## src/rtl/ram_port_master_if.sv

```systemverilog
// Request, response and RAM-pin bundle for one RAM port front end.
// The master modport is the front-end view; slave is the requester/RAM side.
interface ram_port_master_if #(
  parameter int DATA_WIDTH = 8,
  parameter int ADDR_WIDTH = 6
);
  logic                  req_valid;
  logic                  req_ready;
  logic                  req_we;
  logic [ADDR_WIDTH-1:0] req_addr;
  logic [DATA_WIDTH-1:0] req_wdata;
  logic                  rsp_valid;
  logic                  rsp_ready;
  logic [DATA_WIDTH-1:0] rsp_rdata;
  logic [ADDR_WIDTH-1:0] ram_addr;
  logic [DATA_WIDTH-1:0] ram_wdata;
  logic                  ram_we;
  logic [DATA_WIDTH-1:0] ram_q;

  modport master (
    input  req_valid, req_we, req_addr, req_wdata, rsp_ready, ram_q,
    output req_ready, rsp_valid, rsp_rdata, ram_addr, ram_wdata, ram_we
  );

  modport slave (
    output req_valid, req_we, req_addr, req_wdata, rsp_ready, ram_q,
    input  req_ready, rsp_valid, rsp_rdata, ram_addr, ram_wdata, ram_we
  );
endinterface

```

## src/rtl/ram_port_master.sv

```systemverilog
// Requester-side front end for one port of a synchronous RAM: credit-checked
// request acceptance and an in-order response FIFO fed from the registered RAM output.
module ram_port_master_chk #(
  parameter int RESP_DEPTH = 2,
  parameter int CNT_W      = 2
) (
  input logic             clock,
  input logic             reset,
  input logic             push,
  input logic             pop,
  input logic [CNT_W-1:0] count
);
  a_no_overflow: assert property (@(posedge clock) disable iff (reset)
    !(push && !pop && (count == CNT_W'(RESP_DEPTH))));

  a_no_underflow: assert property (@(posedge clock) disable iff (reset)
    !(pop && (count == CNT_W'(0))));
endmodule

module ram_port_master #(
  parameter int DATA_WIDTH = 8,
  parameter int ADDR_WIDTH = 6,
  parameter int RESP_DEPTH = 2
) (
  input logic               clock,
  input logic               reset,
  ram_port_master_if.master bus
);
  localparam int PTR_W = (RESP_DEPTH > 1) ? $clog2(RESP_DEPTH) : 1;
  localparam int CNT_W = $clog2(RESP_DEPTH + 2);

  logic [DATA_WIDTH-1:0] fifo_mem_r [RESP_DEPTH];
  logic [PTR_W-1:0]      wr_ptr_r;
  logic [PTR_W-1:0]      rd_ptr_r;
  logic [CNT_W-1:0]      count_r;
  logic                  rd_pending_r;

  logic                  accept_s;
  logic                  push_s;
  logic                  pop_s;
  logic                  ready_s;
  logic [CNT_W-1:0]      used_s;
  logic [CNT_W-1:0]      credit_s;

  function automatic logic [PTR_W-1:0] ptr_inc(input logic [PTR_W-1:0] p);
    return (p == PTR_W'(RESP_DEPTH - 1)) ? PTR_W'(0) : p + PTR_W'(1);
  endfunction

  // Credit check: a pop this cycle frees a slot for a request this cycle.
  always_comb begin
    used_s   = count_r + CNT_W'(rd_pending_r);
    pop_s    = (count_r != CNT_W'(0)) & bus.rsp_ready;
    credit_s = used_s - CNT_W'(pop_s);
    ready_s  = !reset && (credit_s < CNT_W'(RESP_DEPTH));
    accept_s = bus.req_valid & ready_s;
    push_s   = rd_pending_r;
  end

  assign bus.req_ready = ready_s;
  assign bus.ram_addr  = bus.req_addr;
  assign bus.ram_wdata = bus.req_wdata;
  assign bus.ram_we    = accept_s & bus.req_we;
  assign bus.rsp_valid = (count_r != CNT_W'(0));
  assign bus.rsp_rdata = fifo_mem_r[rd_ptr_r];

  // Pointer, occupancy and in-flight read tracking; reset drops any pending read.
  always_ff @(posedge clock) begin
    if (reset) begin
      wr_ptr_r     <= PTR_W'(0);
      rd_ptr_r     <= PTR_W'(0);
      count_r      <= CNT_W'(0);
      rd_pending_r <= 1'b0;
    end else begin
      rd_pending_r <= accept_s & !bus.req_we;
      if (push_s) wr_ptr_r <= ptr_inc(wr_ptr_r);
      if (pop_s)  rd_ptr_r <= ptr_inc(rd_ptr_r);
      count_r <= count_r + CNT_W'(push_s) - CNT_W'(pop_s);
    end
  end

  // Response storage captures ram_q the cycle after a read is accepted.
  always_ff @(posedge clock) begin
    if (push_s && !reset) begin
      fifo_mem_r[wr_ptr_r] <= bus.ram_q;
    end
  end

  ram_port_master_chk #(.RESP_DEPTH(RESP_DEPTH), .CNT_W(CNT_W)) u_chk (
    .clock (clock),
    .reset (reset),
    .push  (push_s),
    .pop   (pop_s),
    .count (count_r)
  );
endmodule

```

## src/flat_wrapper.sv

```systemverilog
// flat-port wrapper written by rule: the top's interface ports become plain ports
module ram_port_master_flat 
#(
  parameter int DATA_WIDTH = 8,
  parameter int ADDR_WIDTH = 6,
  parameter int RESP_DEPTH = 2
)
  (clock, reset, bus_req_valid, bus_req_we, bus_req_addr, bus_req_wdata, bus_rsp_ready, bus_ram_q, bus_req_ready, bus_rsp_valid, bus_rsp_rdata, bus_ram_addr, bus_ram_wdata, bus_ram_we);
  ram_port_master_if #(.DATA_WIDTH(DATA_WIDTH), .ADDR_WIDTH(ADDR_WIDTH)) bus_i ();
  input logic clock;
  input logic reset;
  input wire logic [$bits(bus_i.req_valid)-1:0] bus_req_valid;
  input wire logic [$bits(bus_i.req_we)-1:0] bus_req_we;
  input wire logic [$bits(bus_i.req_addr)-1:0] bus_req_addr;
  input wire logic [$bits(bus_i.req_wdata)-1:0] bus_req_wdata;
  input wire logic [$bits(bus_i.rsp_ready)-1:0] bus_rsp_ready;
  input wire logic [$bits(bus_i.ram_q)-1:0] bus_ram_q;
  output wire logic [$bits(bus_i.req_ready)-1:0] bus_req_ready;
  output wire logic [$bits(bus_i.rsp_valid)-1:0] bus_rsp_valid;
  output wire logic [$bits(bus_i.rsp_rdata)-1:0] bus_rsp_rdata;
  output wire logic [$bits(bus_i.ram_addr)-1:0] bus_ram_addr;
  output wire logic [$bits(bus_i.ram_wdata)-1:0] bus_ram_wdata;
  output wire logic [$bits(bus_i.ram_we)-1:0] bus_ram_we;
  assign bus_i.req_valid = bus_req_valid;
  assign bus_i.req_we = bus_req_we;
  assign bus_i.req_addr = bus_req_addr;
  assign bus_i.req_wdata = bus_req_wdata;
  assign bus_i.rsp_ready = bus_rsp_ready;
  assign bus_i.ram_q = bus_ram_q;
  assign bus_req_ready = bus_i.req_ready;
  assign bus_rsp_valid = bus_i.rsp_valid;
  assign bus_rsp_rdata = bus_i.rsp_rdata;
  assign bus_ram_addr = bus_i.ram_addr;
  assign bus_ram_wdata = bus_i.ram_wdata;
  assign bus_ram_we = bus_i.ram_we;
  ram_port_master #(.DATA_WIDTH(DATA_WIDTH), .ADDR_WIDTH(ADDR_WIDTH), .RESP_DEPTH(RESP_DEPTH)) u_core (.clock(clock), .reset(reset), .bus(bus_i));
endmodule
```

## config.mk

```make
export PLATFORM = sky130hd
export DESIGN_NAME = ram_port_master_flat
export DESIGN_NICKNAME = d
export VERILOG_FILES = /design/src/rtl/ram_port_master_if.sv /design/src/rtl/ram_port_master.sv /design/src/flat_wrapper.sv
export SDC_FILE = /design/constraint.sdc
export NUM_CORES = 1
export LEC_CHECK = 0
export CORE_ASPECT_RATIO = 1.1
export CORE_MARGIN = 2
export CORE_UTILIZATION = 38
export DETAILED_ROUTE_END_ITERATION = 6
export GPL_TIMING_DRIVEN = 0
export PLACE_DENSITY = 0.78
export SETUP_SLACK_MARGIN = 0.15
export SYNTH_ARGS = -nofsm -noshare
export SYNTH_HDL_FRONTEND = slang
export SYNTH_SLANG_ARGS = --single-unit
```

## constraint.sdc

```tcl
create_clock -name clock -period 2.3 [get_ports clock]
set_input_delay 0.46 -clock clock [delete_from_list [all_inputs] [get_ports clock]]
set_output_delay 0.46 -clock clock [all_outputs]
set_load 0.01 [all_outputs]
```

== Word-level counts from Yosys, hierarchy flattened ==
Memory sizes are Yosys's and may differ from the RTL's. A register that Yosys moved wholly into a read port is not among the register bits.
Cells that the tools add are included.

* Bits in registers: 5
* RAM bits: 16
* Output and inout port bits: 25
* Logic and storage cells: 25
* Memories: 1

{| class="wikitable"
|+ Memories
! memory !! words !! width !! rd ports !! clocked after memory_dff !! write ports !! line !! text
|-
| u_core.fifo_mem_r || 2 || 8 || 1 || 1 || 1 || ram_port_master.sv:32 || <nowiki>logic [DATA_WIDTH-1:0] fifo_mem_r [RESP_DEPTH];</nowiki>
|}

* $add $sub $neg: 4
* Magnitude comparators: 1
* Muxes and demuxes: 6
* Bitwise operators: 4
* Reduce and logical (&&, ||, !) cells: 5

{| class="wikitable"
|+ Operator list
! cell !! count
|-
| $mux 1 || 6
|-
| $and 1x1->1 || 4
|-
| $add 1x1->1 const B || 2
|-
| $add 2x1->2 || 1
|-
| $logic_and 1x1->1 || 2
|-
| $logic_not 1->1 || 2
|-
| $lt 2x2->1 const B || 1
|-
| $reduce_bool 2->1 || 1
|-
| $sub 2x1->2 || 1
|}

== Logic depth before layout (Yosys ltp) ==
Gate-level depths: netlist (run 1).

* Depth in word-level cells: 7
* Gate-level depth with buffers: 6
* Gate-level depth less buffers: 6

== Worst setup path before layout (run 1) ==
Ideal clock, no wire load.

* Path kind: input -> output
* From: input port bus_rsp_ready
* To: output port bus_ram_we
* Data arrival time: 1611 ps
* Setup slack: 229 ps
* Stages on the path: 6
* Buffers on the path: 0
* Path through: o21a_1 -> ha_1 -> inv_1 -> ha_1 -> xor3_1 -> nor3_1

* Word-level cells in the longest chain between the ends: 6

{| class="wikitable"
|+ Ends and longest elaborated chain
! item !! line !! text
|-
| start: declaration || flat_wrapper.sv:16 || <nowiki>input wire logic [$bits(bus_i.rsp_ready)-1:0] bus_rsp_ready;</nowiki>
|-
| $and 1x1->1 || ram_port_master.sv:52 || <nowiki>pop_s = (count_r != CNT_W'(0)) & bus.rsp_ready;</nowiki>
|-
| $sub 2x1->2 || ram_port_master.sv:53 || <nowiki>credit_s = used_s - CNT_W'(pop_s);</nowiki>
|-
| $lt 2x2->1 || ram_port_master.sv:54 || <nowiki>ready_s = !reset && (credit_s < CNT_W'(RESP_DEPTH));</nowiki>
|-
| $logic_and 1x1->1 || ram_port_master.sv:54 ||
|-
| $and 1x1->1 || ram_port_master.sv:55 || <nowiki>accept_s = bus.req_valid & ready_s;</nowiki>
|-
| $and 1x1->1 || ram_port_master.sv:62 || <nowiki>assign bus.ram_we = accept_s & bus.req_we;</nowiki>
|-
| end: declaration || flat_wrapper.sv:23 || <nowiki>output wire logic [$bits(bus_i.ram_we)-1:0] bus_ram_we;</nowiki>
|}

No other way between the ends.

== Final worst setup path (run 1) ==
* From: register u_core.count_r[0]
* To: output port bus_ram_we

* Word-level cells in the longest chain between the ends: 7
* Elaborated cells between the ends (all ways): 8

{| class="wikitable"
|+ Ends and longest elaborated chain
! item !! line !! text
|-
| start: declaration || ram_port_master.sv:35 || <nowiki>logic [CNT_W-1:0] count_r;</nowiki>
|-
| start signal: assignment || ram_port_master.sv:77 || <nowiki>count_r <= count_r + CNT_W'(push_s) - CNT_W'(pop_s);</nowiki>
|-
| $reduce_bool 2->1 || ram_port_master.sv:52 ||
|-
| $and 1x1->1 || ram_port_master.sv:52 ||
|-
| via u_core.pop_s || ram_port_master.sv:40 || <nowiki>logic pop_s;</nowiki>
|-
| $sub 2x1->2 || ram_port_master.sv:53 ||
|-
| $lt 2x2->1 || ram_port_master.sv:54 ||
|-
| $logic_and 1x1->1 || ram_port_master.sv:54 ||
|-
| $and 1x1->1 || ram_port_master.sv:55 ||
|-
| $and 1x1->1 || ram_port_master.sv:62 ||
|}

The timed path passes the listed nets, and every way through them passes these cells.

==> results of run 1 <==
==> cell type report <==
cell class / instances / area (µm²) / area share
plain buffers: 15 / 113 / 0.0784
flip-flops and latches: 22 / 603 / 0.420
repair buffers: 41 / 389 / 0.271
well taps: 31 / 38.8 / 0.0270
multi-input cells: 27 / 255 / 0.178
clock buffers: 4 / 26.3 / 0.0183
inverters: 3 / 11.3 / 0.00784
==> metal layers <==
metal | vias up | part of all wire
met5 | - | 0
met4 | 0 | 0.0031
met3 | 2 | 0.077
met2 | 28 | 0.56
met1 | 289 | 0.36
li1 | 311 | -
==> flip-flops by register name, summed over array words and instances (netlist names), named ones only <==
register and cells:
u_core.count_r 2, u_core.push_s 1, u_core.fifo_mem_r 16, u_core.wr_ptr_r 1, u_core.rd_ptr_r 1
==> logic make-up (layout without fill, tap and decap cells) <==
| logic type | count (synthesis) | count (layout) | share of synthesized area |
|---|---|---|---|
| adders and majority gates | 2 | 2 | 0.0258 |
| xor gates and xnor gates | 2 | 2 | 0.0336 |
| buffers and inverters | 18 | 63 | 0.125 |
| AOI/OAI and AO/OA | 1 | 1 | 0.00775 |
| and+or+nand+nor | 12 | 12 | 0.0711 |
| muxes | 10 | 10 | 0.116 |
| DFF | 22 | 22 | 0.620 |
==> worst paths after layout <==
kind	from	end	slack (ns)	cells past startpoint
hold / removal	u_core.wr_ptr_r	u_core.wr_ptr_r	0.56	2
setup reg to reg	u_core.push_s	u_core.fifo_mem_r[0][1]	0.61	1
setup / recovery	u_core.count_r[0]	bus_ram_we	-0.07	7
hold reg to reg	u_core.wr_ptr_r	u_core.wr_ptr_r	0.56	2
==> power breakdown <==
part           total, mW  internal, mW  switching (mW)
Combinational      0.377         0.245           0.132
Clock              0.166        0.0673          0.0991
Sequential         0.476         0.462          0.0146
Total               1.02         0.773           0.246
==> metrics by stage <==
stage          setup TNS (ns)  instance area [µm²]  utilization  total power, mW
2_1_floorplan               0                  968            -            0.673
3_3_place_gp            -2.26                 1380        0.563            0.818
3_5_place_dp            -2.42                 1380        0.563            0.832
4_1_cts                -0.392                 1420        0.580             1.01
5_1_grt                -0.416                 1440        0.587             1.09
6_report               -0.101                 1440        0.587             1.02
==> Yosys cell counts <==
cell type / instances / area share
dfxtp_1: 6 / 0.12
nand2b_1: 1 / 0.0065
inv_1: 3 / 0.012
buf_2: 1 / 0.0052
or2_2: 1 / 0.0065
nor2_1: 3 / 0.012
nor2b_1: 3 / 0.019
mux2_2: 10 / 0.12
o21a_1: 1 / 0.0078
and3b_1: 1 / 0.0090
xnor2_1: 1 / 0.0090
nor3_1: 2 / 0.010
xor3_1: 1 / 0.025
buf_4: 14 / 0.11
nor3b_1: 1 / 0.0078
ha_1: 2 / 0.026
edfxtp_1: 16 / 0.50
==> what timing repair did <==
item	CTS	global route
gates resized for setup	14	1
buffers inserted	2	2
pin swaps	4	3
endpoints found under the setup margin	3	10
==> run_results.csv, run 1 <==
group,metric,value,unit
global_route,antenna_found_initial,0,
global_route,grt_first_pass_wirelength,2470,µm
timing,hold_viol,0,
timing,fin_worst_skew,0.00455,ns
hold_path,hp-class,"flip-flop to flip-flop",
worst_setup_path,critPathSlowestCell,"dfxtp_2",
die,dieArea,2970,µm²
logic_synthesis,ys_seq_area_frac,0.620,
clocking,cts_tree,"yes",
drt,routedWlPerCell,11.1,µm
place,placed_cells,135,
timing,drv_slew,0,
finish,layout-drive-gt1-share,0.357,
timing,fmax,421,MHz
worst_setup_path,crit_path_start_kind,"flip-flop",
pwr,ir_drop,0.472,mV
logic_synthesis,ys_seq_elements,22,
finish,area_delta_synth_final,48.3,%
die,die_x,52.1,µm
logic_synthesis,yosys_warnings,0,
drt,drc,0,
clocking,clock-sinks,22,
clocking,hold_buffers,0,
worst_setup_path,path_max_fanout,4,
clocking,cts_root_buf,"clkbuf_4",
clocking,insertion_delay,0.29,ns
die,start_util,0.396,
finish,layout.cells.most_common_list,"34 x clkdlybuf4s50_1, 19 x buf_4, 16 x edfxtp_1, 10 x mux2_2, 4 x dfxtp_1",
logic_synthesis,synthCells,67,
clocking,cts_buffer_depth,2,
drt,wl,1590,µm
worst_setup_path,cp_data_arrival_time,1.91,ns
timing,timing.final.crit_share,1.03,
timing,finalSetupViolations,2,
global_route,grtUsageMet1,0.130,
run_status,violations,"setup timing",
logic_synthesis,synth.avg_cell_area,14.5,µm²
die,num_rows,19,
place,port_buffers,37,
global_route,use_met2,0.201,
pwr,powerDensity,710,nW/µm²
worst_setup_path,cp.required,1.84,ns
worst_setup_path,worstSetupPathType,"flip-flop to output pin",
drt,drt-pass1-iter-count,4,
place,dpl.hpwl,1210,µm
run,drv_cap,0,
logic_synthesis,ys_types,17,
clocking,cts_buffers,3,
worst_setup_path,cp-end-kind,"output pin",
logic_synthesis,syn-num-nets,96,
timing,tightest_slew,1.11,ns
worst_setup_path,crit_path_max_incr_delay,0.34,ns
worst_setup_path,path_buf_inv,2,
run_status,status,"complete, but fails checks",
finish,fillCellCount,195,
finish,finalNonFillerCells,143,
clocking,cts_max_level,1,
global_route,grt_max_degree,13,
drt,vias,630,
die,ios,52,
drt,viasPerCell,4.41,
global_route,grt_usage,0.111,
global_route,grt_pass1_vias,574,
global_route,busiest_layer,"met2",
timing,max-slew-margin-rel,0.256,
logic_synthesis,syn-cell-area,968,µm²
die,coreArea,2450,µm²
finish,final_net_count,142,
timing,setup_slack,-0.0729,ns
place,post-place-ws,-0.757,ns
global_route,use_met3,0.0262,
clocking,clkTransAtPathRegs,0.11,ns
finish,final_common_cell,"clkdlybuf4s50_1",
worst_setup_path,cp_cell_sequence,"o21a_1 -> ha_1 -> inv_1 -> ha_2 -> xor3_2 -> nor3_2 -> buf_2",
finish,n_antenna_cell,0,
timing,rsz0062_at_grt,"true",
global_route,overflow,0,
pwr,p_leak,0.570,nW
timing,finalCriticalPeriod,2.37,ns
drt,ant_nets,0,
die,die_h,56.9,µm
place,gp_congestion,0.650,
worst_setup_path,path_delay_family,"adder cells",
timing,holdWs,0.556,ns
drt,drt-initial-drc-count,5,
(Power assumes the default switching activity.)
==> run 2, diff against run 1 <==
--- a/config.mk
+++ b/config.mk
@@ -5,6 +5,7 @@
 export SDC_FILE = /design/constraint.sdc
 export NUM_CORES = 1
 export LEC_CHECK = 0
+export CAP_MARGIN = 20
 export CORE_ASPECT_RATIO = 1.1
 export CORE_MARGIN = 2
 export CORE_UTILIZATION = 38
@@ -12,6 +13,7 @@
 export GPL_TIMING_DRIVEN = 0
 export PLACE_DENSITY = 0.78
 export SETUP_SLACK_MARGIN = 0.15
+export SKIP_CTS_REPAIR_TIMING = 1
 export SYNTH_ARGS = -nofsm -noshare
 export SYNTH_HDL_FRONTEND = slang
 export SYNTH_SLANG_ARGS = --single-unit
==> run 2 against run 1 <==
Compared with the run above:
- the flow still finishes with violations (setup timing)
- count of clock-buffer cells in the layout decreased by 1
- via count grew 0.48%
- largest power group unchanged
- die area is the same
- register-to-register slack got worse by 0.05 ns
- largest cell class unchanged
==> run_results.csv, run 2 (synthesis results as in run 1) <==
group,metric,value,unit
run_status,status,"complete, but fails checks",
run_status,violations,"setup timing",
die,ios,52,
timing,timing.final.crit_share,1.12,
timing,drv_slew,0,
finish,final-seq-area,603,µm²
die,die_x,52.1,µm
clocking,insertion_delay,0.29,ns
drt,drt-pass1-iter-count,4,
pwr,finalPower,1.01,mW
drt,ant_nets,0,
hold_path,hp-class,"flip-flop to flip-flop",
drt,vias,633,
worst_setup_path,cp.required,1.84,ns
pwr,clkPwrFrac,0.164,
clocking,cts_tree,"yes",
clocking,cts_buffers,3,
hold_path,hp-start,"u_core.push_s",
timing,finalSetupViolations,2,
global_route,grt_usage,0.110,
place,port_buffers,37,
timing,max-slew-margin-rel,0.619,
finish,top_regs,"u_core.fifo_mem_r (16), u_core.count_r (2)",
timing,fin_worst_skew,0.00669,ns
timing,setup_slack,-0.268,ns
finish,top_register,"u_core.fifo_mem_r",
die,start_util,0.396,
pwr,ir_drop,0.421,mV
worst_setup_path,rr_startpoint,"u_core.count_r[1]",
clocking,cts_root_buf,"clkbuf_4",
pwr,power_frac_seq,0.473,
finish,layout-drive-gt1-share,0.363,
worst_setup_path,crit_path_start_kind,"flip-flop",
drt,drt-initial-drc-count,16,
pwr,p_leak,0.592,nW
pwr,p_switching,0.250,mW
clocking,cts_buffer_depth,2,
place,gp_congestion,0.650,
pwr,intPower,0.759,mW
clocking,clkTransAtPathRegs,0.11,ns
pwr,p_sw_frac,0.248,
global_route,grt_max_degree,13,
pwr,powerDensity,696,nW/µm²
global_route,grt_pass1_vias,581,
die,coreArea,2450,µm²
timing,finalCriticalPeriod,2.57,ns
finish,final_net_count,143,
timing,rsz0062_at_grt,"true",
timing,hold_viol,0,
finish,multi_input_area,255,µm²
pwr,pwr-share-comb,0.363,
worst_setup_path,cp_data_arrival_time,2.11,ns
place,dpl.hpwl,1240,µm
finish,layout.cells.most_common_list,"33 x clkdlybuf4s50_1, 19 x buf_4, 16 x edfxtp_1, 10 x mux2_2",
worst_setup_path,endpoint,"bus_ram_we",
die,dieArea,2970,µm²
die,die_h,56.9,µm
finish,final_common_cell,"clkdlybuf4s50_1",
finish,fillCellCount,187,
finish,area_delta_synth_final,49.7,%
global_route,grt_first_pass_wirelength,2400,µm
clocking,clock-sinks,22,
worst_setup_path,r2r_slack,0.56,ns
drt,wl,1640,µm
worst_setup_path,reg2regPathDepth,6,
finish,largest_register_ffs,16,
worst_setup_path,cp-end-kind,"output pin",
global_route,overflow,0,
clocking,cts_max_level,1,
timing,fmax,389,MHz
worst_setup_path,r2r-end,"u_core.count_r[1]",
die,num_rows,19,
worst_setup_path,path_max_fanout,4,
worst_setup_path,worstSetupPathType,"flip-flop to output pin",
drt,viasPerCell,4.40,
hold_path,whs_path_depth,2,
global_route,antenna_found_initial,0,
finish,fin_util,0.592,
timing,tightest_slew,0.571,ns
drt,routedWlPerCell,11.4,µm
drt,drc,0,
run,drv_cap,0,
finish,n_antenna_cell,0,
worst_setup_path,crit_path_start,"u_core.count_r[1]",
run 2: cell types whose count changed in the layout (fill, tap and decap cells not counted), sizes merged:
| cell | previous run | this run |
|---|---|---|
| dlygate4sd2 | 1 | 0 |
| dlymetal6s2s | 0 | 2 |
| clkbuf | 4 | 5 |
| clkinv | 0 | 1 |
| clkdlybuf4s50 | 34 | 33 |
| buf | 21 | 20 |
run 2: how the worst min path moves through the flow:
| stage | endpoint |
|---|---|
| 2_1_floorplan | u_core.wr_ptr_r |
| 3_3_place_gp | u_core.wr_ptr_r |
| 3_5_place_dp | u_core.wr_ptr_r |
| 4_1_cts | u_core.wr_ptr_r |
| 5_1_grt | u_core.wr_ptr_r |
| 6_report | u_core.wr_ptr_r |
run 2: cell type report:
class | count | share of cell area
clock buffer | 3 | 0.0155
clock inverter | 1 | 0.00259
multi-input combinational | 27 | 0.176
inverter | 3 | 0.00777
tap | 31 | 0.0267
timing repair buffer | 42 | 0.278
buffer | 15 | 0.0777
sequential | 22 | 0.416
run 2: routing by layer:
metal | part of all wire | GRT usage
met1 | 0.36 | 0.121
met5 | 0 | 0
met3 | 0.071 | 0.0262
met4 | 0.0024 | 0.0440
met2 | 0.56 | 0.199
run 2: critical path, stage by stage, from the launching register on:
cell	delay (ns)
dfxtp_2	0.33
o21a_1	0.19
ha_1	0.28
inv_1	0.06
ha_2	0.16
xor3_2	0.46
nor3_2	0.18
buf_2	0.15
run 2: power groups by stage:
stage	logic [mW]	registers (mW)	clock network [mW]
floorplan	0.192	0.482	0
global placement	0.334	0.483	0
detailed placement	0.348	0.486	0
CTS	0.350	0.477	0.171
global route	0.399	0.482	0.189
finish	0.366	0.477	0.166
run 2: through the flow:
step / setup TNS, ns / instances / instance area, µm² / hold WS [ns] / setup slack [ns]
floorplan: 0 / 67 / 968 / 0.500 / 0.229
global placement: -2.26 / 135 / 1380 / 0.513 / -0.682
detailed placement: -1.45 / 136 / 1390 / 0.529 / -0.765
CTS: -1.45 / 140 / 1410 / 0.554 / -0.761
global route: -0.758 / 144 / 1450 / 0.583 / -0.418
finish: -0.472 / 144 / 1450 / 0.555 / -0.268
==> run 3, diff against run 2 <==
--- a/config.mk
+++ b/config.mk
@@ -6,12 +6,14 @@
 export NUM_CORES = 1
 export LEC_CHECK = 0
 export CAP_MARGIN = 20
+export CELL_PAD_IN_SITES_DETAIL_PLACEMENT = 1
+export CELL_PAD_IN_SITES_GLOBAL_PLACEMENT = 1
 export CORE_ASPECT_RATIO = 1.1
 export CORE_MARGIN = 2
-export CORE_UTILIZATION = 38
+export CORE_UTILIZATION = 29
 export DETAILED_ROUTE_END_ITERATION = 6
 export GPL_TIMING_DRIVEN = 0
-export PLACE_DENSITY = 0.78
+export PLACE_DENSITY_LB_ADDON = 0.1
 export SETUP_SLACK_MARGIN = 0.15
 export SKIP_CTS_REPAIR_TIMING = 1
 export SYNTH_ARGS = -nofsm -noshare
==> run 3 against run 2 <==
Compared with the run above:
- the run still ends with setup timing left
- fmax increased by 7.6%
- register-to-register slack improved by 0.05 ns
- combinational power increased by 3%
- global-route usage increased by 0.051 points
- flip-flop and latch count unchanged
- worst hold slack improved by 0.014 ns
- power increased by 2.4%
- worst setup slack improved by 0.18 ns
- die area increased by 29%
- via count increased by 1.4%
- clock skew decreased by 0.0016 ns
- sequential share of layout area decreased by 0.14 points
- critical path type unchanged
- critical endpoint unchanged
- highest routed layer unchanged
==> run_results.csv, run 3 (synthesis results as in run 1) <==
group,metric,value,unit
timing,setup_slack,-0.0870,ns
clocking,clkTransAtPathRegs,0.12,ns
worst_setup_path,path_max_fanout,4,
place,post-place-ws,-0.737,ns
clocking,cts_buffers,3,
die,ios,52,
hold_path,hp-class,"flip-flop to flip-flop",
timing,fin_worst_skew,0.00513,ns
worst_setup_path,cp_data_arrival_time,1.93,ns
clocking,cts_root_buf,"clkbuf_4",
place,gp_congestion,0.620,
timing,holdWs,0.569,ns
finish,top_regs,"u_core.fifo_mem_r (16), u_core.count_r (2)",
timing,rsz0062_at_grt,"true",
die,num_rows,22,
finish,layout-drive-gt1-share,0.357,
timing,hold_viol,0,
hold_path,hp-start,"u_core.wr_ptr_r",
finish,n_antenna_cell,0,
run_status,status,"complete, but fails checks",
clocking,insertion_delay,0.31,ns
die,die_h,64.6,µm
worst_setup_path,cp-end-kind,"output pin",
worst_setup_path,worstSetupPathType,"flip-flop to output pin",
place,dpl.hpwl,1540,µm
timing,max-slew-margin-rel,0.507,
drt,drt-pass1-iter-count,1,
drt,wl,1950,µm
timing,finalCriticalPeriod,2.39,ns
worst_setup_path,cp.required,1.84,ns
worst_setup_path,crit_path_start_kind,"flip-flop",
clocking,cts_tree,"yes",
drt,viasPerCell,4.34,
global_route,antenna_found_initial,0,
run,drv_cap,0,
clocking,clock-sinks,22,
pwr,ir_drop,0.282,mV
worst_setup_path,r2r-end,"u_core.count_r[1]",
timing,drv_slew,0,
pwr,p_leak,0.606,nW
global_route,grt_max_degree,13,
drt,vias,642,
finish,final_net_count,142,
timing,tightest_slew,0.738,ns
pwr,powerDensity,711,nW/µm²
finish,largest_register_ffs,16,
hold_path,holdPathEnd,"u_core.wr_ptr_r",
hold_path,whs_path_depth,2,
die,die_x,59.1,µm
clocking,cts_buffer_depth,2,
die,start_util,0.296,
worst_setup_path,rr_startpoint,"u_core.count_r[1]",
die,dieArea,3820,µm²
drt,ant_nets,0,
finish,area_delta_synth_final,50.3,%
global_route,overflow,0,
global_route,grt_pass1_vias,698,
global_route,grt_first_pass_wirelength,3120,µm
place,port_buffers,37,
worst_setup_path,r2r_slack,0.61,ns
finish,final_common_cell,"clkdlybuf4s50_1",
finish,top_register,"u_core.fifo_mem_r",
worst_setup_path,reg2regPathDepth,7,
drt,drt-initial-drc-count,0,
timing,timing.final.crit_share,1.04,
die,coreArea,3280,µm²
drt,drc,0,
global_route,grt_usage,0.110,
timing,fmax,419,MHz
clocking,cts_max_level,1,
finish,layout.cells.most_common_list,"31 x clkdlybuf4s50_1, 17 x buf_4, 16 x edfxtp_1, 10 x mux2_2",
timing,finalSetupViolations,2,
run_status,violations,"setup timing",
drt,routedWlPerCell,13.2,µm
-- run 3: cell count changes in the layout (fill, tap and decap cells not counted) --
cell | previous run | this run
clkdlybuf4s50_1 | 33 | 31
buf_6 | 0 | 1
dlymetal6s2s_1 | 2 | 4
buf_2 | 1 | 3
clkbuf_2 | 1 | 0
buf_4 | 19 | 17
clkbuf_4 | 4 | 3
-- run 3: how the worst max path moves through the flow --
stage	from	to	slack, ns
after floorplan	bus_rsp_ready	bus_ram_we	0.23
after global placement	bus_rsp_ready	bus_ram_we	-0.72
after detailed placement	bus_rsp_ready	bus_ram_we	-0.74
after CTS	bus_rsp_ready	bus_ram_we	-0.76
after global routing	u_core.count_r[1]	bus_ram_we	-0.20
final	u_core.count_r[1]	bus_ram_we	-0.09
-- run 3: final cells by class --
cell class / count / area, µm²
repair buffers: 41 / 398
fillers: 351 / 1820
well taps: 36 / 45.0
flip-flops and latches: 22 / 603
plain buffers: 15 / 116
clock buffers: 3 / 22.5
multi-input cells: 27 / 255
clock inverters: 1 / 3.75
inverters: 3 / 11.3
-- run 3: through the flow --
step	std cells	instance area (µm²)	utilization	TNS, ns	power (mW)
after detailed placement	141	1390	0.424	-1.72	0.837
after global routing	148	1460	0.444	-0.349	1.11
final	148	1460	0.444	-0.124	1.03
after global placement	140	1380	0.422	-3.21	0.829
after CTS	145	1420	0.432	-1.41	1.02
after floorplan	67	968	-	0	0.673
-- run 3: power breakdown --
part           internal [mW]  switching [mW]
clock                 0.0633           0.117
sequential             0.462          0.0166
combinational          0.242           0.134
total                  0.767           0.267
-- run 3: worst max-delay path, cell delays in order (launching register included) --
cell     delay [ns]
dfxtp_2        0.34
o21a_1         0.20
ha_1           0.29
inv_1          0.06
ha_2           0.16
xor3_2         0.29
nor3_2         0.15
buf_2          0.15
-- run 3: per-layer routing --
metal,vias up,wire length [µm],GRT usage,share of wire
met4,0,14,0.0341,0.0072
met5,-,0,0,0
met3,2,129,0.0399,0.066
met2,19,1080,0.199,0.56
met1,311,722,0.117,0.37
li1,310,-,-,-
